## config.mk

```make
export PLATFORM = sky130hd
export DESIGN_NAME = ap_ctrl_profiler
export DESIGN_NICKNAME = d
export VERILOG_FILES = /design/src/rtl/prof_pkg.sv /design/src/rtl/prof_fifo.sv /design/src/rtl/ap_ctrl_profiler.sv
export SDC_FILE = /design/constraint.sdc
export NUM_CORES = 1
export LEC_CHECK = 0
export BUFFER_PORTS_ARGS = -buffer_cell sky130_fd_sc_hd__buf_2
export CAP_MARGIN = 10
export CORE_MARGIN = 2
export CORE_UTILIZATION = 35
export CTS_BUF_LIST = sky130_fd_sc_hd__clkbuf_16
export CTS_CLUSTER_SIZE = 14
export DETAILED_ROUTE_END_ITERATION = 10
export PLACE_DENSITY_LB_ADDON = 0.05
export SYNTH_ARGS = -nofsm -noshare
export SYNTH_HDL_FRONTEND = slang
export SYNTH_SLANG_ARGS = --single-unit
```

## constraint.sdc

```tcl
create_clock -name clock -period 33.7 [get_ports clock]
set_input_delay 6.74 -clock clock [delete_from_list [all_inputs] [get_ports clock]]
set_output_delay 6.74 -clock clock [all_outputs]
set_load 0.01 [all_outputs]
```

## src/rtl/prof_pkg.sv

```systemverilog
// Shared types for the ap_ctrl_hs transaction profiler.
// One record per completed transaction: start stamp, latency, stall cycles.
package prof_pkg;

  localparam int CNT_W = 32;

  typedef enum logic [1:0] {
    IDLE,
    BUSY,
    WAIT_CONT,
    FINISHED
  } prof_state_t;

  typedef struct packed {
    logic [CNT_W-1:0] start;
    logic [CNT_W-1:0] latency;
    logic [CNT_W-1:0] stall;
  } prof_rec_t;

endpackage

```

## src/rtl/prof_fifo.sv

```systemverilog
// Synchronous record FIFO; pointers carry an extra wrap bit.
// A push into a full FIFO is accepted when a pop happens in the same cycle.
module prof_fifo
  import prof_pkg::*;
#(
  parameter int DEPTH = 8
) (
  input  logic      clock,
  input  logic      reset,
  input  logic      push,
  input  prof_rec_t din,
  input  logic      pop,
  output prof_rec_t dout,
  output logic      full,
  output logic      empty
);

  localparam int AW = $clog2(DEPTH);

  prof_rec_t mem [DEPTH];
  logic [AW:0] wr_ptr;
  logic [AW:0] rd_ptr;
  logic do_push;
  logic do_pop;

  assign empty = (wr_ptr == rd_ptr);
  assign full = (wr_ptr[AW] != rd_ptr[AW]) &&
                (wr_ptr[AW-1:0] == rd_ptr[AW-1:0]);
  assign do_pop = pop && !empty;
  assign do_push = push && (!full || do_pop);
  assign dout = empty ? '0 : mem[rd_ptr[AW-1:0]];

  always_ff @(posedge clock) begin
    if (reset) begin
      wr_ptr <= '0;
      rd_ptr <= '0;
    end else begin
      if (do_push) wr_ptr <= wr_ptr + (AW+1)'(1);
      if (do_pop) rd_ptr <= rd_ptr + (AW+1)'(1);
    end
  end

  always_ff @(posedge clock) begin
    if (do_push) mem[wr_ptr[AW-1:0]] <= din;
  end

endmodule

```

## src/rtl/ap_ctrl_profiler.sv

```systemverilog
// Taps an ap_ctrl_hs handshake, timestamps each transaction and queues
// latency/stall records for a valid/ready consumer.
module ap_ctrl_profiler #(
  parameter int CNT_W = 32,
  parameter int DEPTH = 8
) (
  input  logic             clock,
  input  logic             reset,
  input  logic             finish,
  input  logic             ap_start,
  input  logic             ap_ready,
  input  logic             ap_done,
  input  logic             ap_continue,
  output logic             rec_valid,
  input  logic             rec_ready,
  output logic [CNT_W-1:0] rec_start,
  output logic [CNT_W-1:0] rec_latency,
  output logic [CNT_W-1:0] rec_stall,
  output logic [CNT_W-1:0] txn_count,
  output logic [CNT_W-1:0] drop_count,
  output logic             overflow,
  output logic             busy,
  output logic             frozen
);

  import prof_pkg::*;

  prof_state_t state;
  prof_state_t state_n;

  logic [CNT_W-1:0] cyc;
  logic [CNT_W-1:0] t0;
  logic [CNT_W-1:0] lat;
  logic [CNT_W-1:0] stall;
  logic [CNT_W-1:0] t0_n;
  logic [CNT_W-1:0] lat_n;
  logic [CNT_W-1:0] stall_n;

  logic      complete;
  logic      pop;
  logic      drop;
  logic      fifo_full;
  logic      fifo_empty;
  prof_rec_t rec_in;
  prof_rec_t rec_out;

  // ap_ready is reserved for the pipelined-core variant
  logic unused_ready;
  assign unused_ready = ap_ready;

  always_ff @(posedge clock) begin
    if (reset) state <= IDLE;
    else state <= state_n;
  end

  always_comb begin
    state_n = state;
    t0_n = t0;
    lat_n = lat;
    stall_n = stall;
    complete = 1'b0;
    rec_in = '{start: t0, latency: lat, stall: stall};
    unique case (state)
      IDLE: begin
        if (ap_start) begin
          t0_n = cyc;
          if (!ap_done) begin
            state_n = BUSY;
          end else if (ap_continue) begin
            complete = 1'b1;
            rec_in = '{start: cyc, latency: '0, stall: '0};
          end else begin
            lat_n = '0;
            stall_n = CNT_W'(1);
            state_n = WAIT_CONT;
          end
        end
      end
      BUSY: begin
        if (ap_done) begin
          lat_n = cyc - t0;
          if (ap_continue) begin
            complete = 1'b1;
            rec_in = '{start: t0, latency: cyc - t0, stall: '0};
          end else begin
            stall_n = CNT_W'(1);
            state_n = WAIT_CONT;
          end
        end
      end
      WAIT_CONT: begin
        if (ap_continue) complete = 1'b1;
        else stall_n = stall + CNT_W'(1);
      end
      default: ;
    endcase
    // a zero-latency start in IDLE is consumed; it never re-arms BUSY
    if (complete && state != IDLE) begin
      if (ap_start) begin
        t0_n = cyc;
        state_n = BUSY;
      end else begin
        state_n = IDLE;
      end
    end
    if (finish && state != FINISHED) state_n = FINISHED;
  end

  always_comb begin
    busy = 1'b0;
    frozen = 1'b0;
    unique case (state)
      BUSY, WAIT_CONT: busy = 1'b1;
      FINISHED: frozen = 1'b1;
      default: ;
    endcase
  end

  assign rec_valid = !fifo_empty;
  assign pop = rec_valid && rec_ready;
  assign drop = complete && fifo_full && !pop;

  always_ff @(posedge clock) begin
    if (reset) begin
      cyc <= '0;
      t0 <= '0;
      lat <= '0;
      stall <= '0;
      txn_count <= '0;
      drop_count <= '0;
      overflow <= 1'b0;
    end else begin
      if (state != FINISHED) cyc <= cyc + CNT_W'(1);
      t0 <= t0_n;
      lat <= lat_n;
      stall <= stall_n;
      if (complete) txn_count <= txn_count + CNT_W'(1);
      if (drop) begin
        drop_count <= drop_count + CNT_W'(1);
        overflow <= 1'b1;
      end
    end
  end

  prof_fifo #(
    .DEPTH(DEPTH)
  ) u_fifo (
    .clock(clock),
    .reset(reset),
    .push(complete),
    .din(rec_in),
    .pop(pop),
    .dout(rec_out),
    .full(fifo_full),
    .empty(fifo_empty)
  );

  assign rec_start = rec_out.start;
  assign rec_latency = rec_out.latency;
  assign rec_stall = rec_out.stall;

endmodule

```

==> impl_metrics.env <==
export IMPL_status="finished, final reports clean"
export IMPL_ys_seq_area_frac=0.674
export IMPL_drtPass1Iterations=5
export IMPL_setup_viol=0
export IMPL_max_cap_viol_count=0
export IMPL_slew_headroom=0.289
export IMPL_antenna_found_initial=3
export IMPL_crit_fanout=47
export IMPL_fmax_mhz=83.8
export IMPL_fp_dieH_um=343
export IMPL_min_period_ns=11.94
export IMPL_hpwl_mm=56.5
export IMPL_synth_area_leaders="edfxtp_1 (57%), mux4_2 (11%), dfxtp_1 (10%)"
export IMPL_synth_seq_cells=974
export IMPL_io_buffers=170
export IMPL_numCtsBuffers=109
export IMPL_syn_area_per_cell_um2=15.3
export IMPL_cp_arrival_ns=5.19
export IMPL_synth_area_um2=40300
export IMPL_synthArstFlopShare=0
export IMPL_synth_warnings=0
export IMPL_viasPerCell=5.14
export IMPL_grtUsageTotal=0.168
export IMPL_fp_row_count=124
export IMPL_p_per_area_nw_per_um2=59.1
export IMPL_die_width_um=343
export IMPL_max_vdd_ir_drop_mv=0.0503
export IMPL_min_path_type="register to register"
export IMPL_p_int_w=0.00207
export IMPL_antenna_left=0
export IMPL_grt_pass1_wl_mm=150
export IMPL_p_leak_nw=15.9
export IMPL_yosys_cell_types_count=71
export IMPL_htree_num_levels=3
export IMPL_grt_max_degree=97
export IMPL_cts_root_buf="clkbuf_16"
export IMPL_power_share_combinational=0.108
export IMPL_clock_latency_ns=0.69
export IMPL_rsz0062_at_grt="no"
export IMPL_ys_flop_type="edfxtp_1"
export IMPL_startpoint_type="register"
export IMPL_syn_to_final_growth_pct=14.9
export IMPL_final_core_util=0.405
export IMPL_routed_wl_mm=98.7
export IMPL_cp_end_kind="primary output"
export IMPL_fin_area_um2=46400
export IMPL_ios=172
export IMPL_place_area_um2=42900
export IMPL_swShare=0.243
export IMPL_grt_pass1_vias=23900
export IMPL_synth_top_cell_area_share=0.572
export IMPL_cts_tree="done"
export IMPL_clock_sinks=974
export IMPL_post_cts_resized=0
export IMPL_final_common_cell="edfxtp_1"
export IMPL_required_ns=26.96
export IMPL_drv_slew=0
export IMPL_fillers=10500
export IMPL_holdBufCountCts=0
export IMPL_die_area_um2=118000
export IMPL_hold_ws_ns=0.453
export IMPL_gp_congestion=0.802
export IMPL_vias=22800
export IMPL_fin_tns_setup_ns=0
export IMPL_syn_inst=2644
export IMPL_clockBufferDepth=3
export IMPL_synth_nets=2695
export IMPL_min_period_over_period=0.354
export IMPL_hold_viol_final=0
export IMPL_drc=0
export IMPL_synth_top_area_cell="edfxtp_1"
export IMPL_clk_pin_slew_ns=0.06
export IMPL_drt_iter0_drc=1608
export IMPL_cts_setup_buffers=0
export IMPL_p_sw_w=0.000667
export IMPL_grt_overflow=0
export IMPL_final_cell_mix="edfxtp_1 (768), nor2_1 (260), dfxtp_1 (203), mux4_2 (192), nand2_1 (175)"
export IMPL_finClkSkew_ns=0.0215
export IMPL_drive_above_1_share=0.201
export IMPL_initial_core_util=0.353
export IMPL_crit_type="register to primary output"
export IMPL_fin_nets=2874
export IMPL_p_seq_frac=0.479
export IMPL_clkPwrFrac=0.414
export IMPL_wl_per_cell_um=22.3
export IMPL_worstMarginPinSlew_ns=1.07
export IMPL_coreArea_um2=114000
export IMPL_synth_edf_count=768
[power by group through the flow]
| stage | sequential, W | clock, W | combinational [W] |
|---|---|---|---|
| after floorplan | 0.00133 | 0 | 0.000207 |
| after global placement | 0.00134 | 0 | 0.000305 |
| after detailed placement | 0.00134 | 0 | 0.000307 |
| after CTS | 0.00131 | 0.00117 | 0.000308 |
| after global routing | 0.00131 | 0.00122 | 0.000325 |
| final | 0.00131 | 0.00113 | 0.000295 |
[worst paths after layout]
path | startpoint | cells after the start | endpoint | slack (ns)
worst min register to register | lat[29] | 2 | lat[29] | 0.45
worst min-delay path | lat[29] | 2 | lat[29] | 0.45
worst max register to register | state[0] | 9 | u_fifo.mem[1][32] | 29.60
worst max-delay path | register | 7 | rec_start[0] | 21.77
[registers in the layout, indices dropped and copies added (netlist names), named ones only]
signal,flops
u_fifo.mem,768
u_fifo.wr_ptr,4
state,2
lat,32
u_fifo.rd_ptr,4
overflow,1
drop_count,32
cyc,32
txn_count,32
stall,32
[Yosys cell counts, types with 25 or more instances]
| master | n |
|---|---|
| clkbuf_1 | 109 |
| and2_1 | 42 |
| dfxtp_1 | 206 |
| xor2_1 | 73 |
| xnor2_1 | 56 |
| mux4_2 | 192 |
| nand4_1 | 38 |
| a22o_1 | 71 |
| nor2_1 | 263 |
| ha_1 | 42 |
| mux2i_1 | 100 |
| or3_1 | 31 |
| nor3_1 | 25 |
| o21ai_0 | 48 |
| a21oi_1 | 106 |
| nand3_1 | 38 |
| nand2_1 | 175 |
| edfxtp_1 | 768 |
| inv_1 | 59 |
[worst max-delay path, stage by stage, from the launching register on]
cell	delay [ns]
dfxtp_4	0.68
buf_4	0.77
buf_4	0.93
buf_4	0.80
mux4_2	0.60
mux2i_1	0.33
nor2_1	0.08
buf_2	0.18
[through the flow]
step | worst slack, ns | cells | total power [W]
global route | 21.18 | 4429 | 0.00286
CTS | 21.41 | 4428 | 0.00279
global placement | 22.22 | 4224 | 0.00164
finish | 21.77 | 4429 | 0.00274
detailed placement | 22.19 | 4224 | 0.00165
floorplan | 15.48 | 2644 | 0.00154
[cells by family after synthesis]
family | count (synthesis) | share of synthesized area
AOI/OAI and AO/OA | 315 | 0.0524
xor gates and xnor gates | 129 | 0.0280
adders and majority gates | 43 | 0.0135
buffers and inverters | 203 | 0.0200
DFF | 974 | 0.674
muxes | 292 | 0.132
and+or+nand+nor | 688 | 0.0801
[layer usage]
layer / up-vias / routed length [um] / GRT usage
met5: - / 21 / 0
met4: 4 / 1950 / 0.0458
met3: 118 / 3790 / 0.0270
met2: 399 / 49200 / 0.286
met1: 11800 / 43800 / 0.223
li1: 10500 / - / -
[cell type report]
cell class / instances / area (um^2) / area share
sequential: 974 / 27200 / 0.587
multi-input combinational: 1467 / 12400 / 0.268
clock buffer: 109 / 2730 / 0.0588
tap: 1512 / 1890 / 0.0408
timing repair buffer: 211 / 1190 / 0.0256
clock inverter: 95 / 712 / 0.0154
inverter: 60 / 225 / 0.00486
antenna: 1 / 2.50 / 0.0000540
No activity file was read; power rests on OpenSTA's default activity.
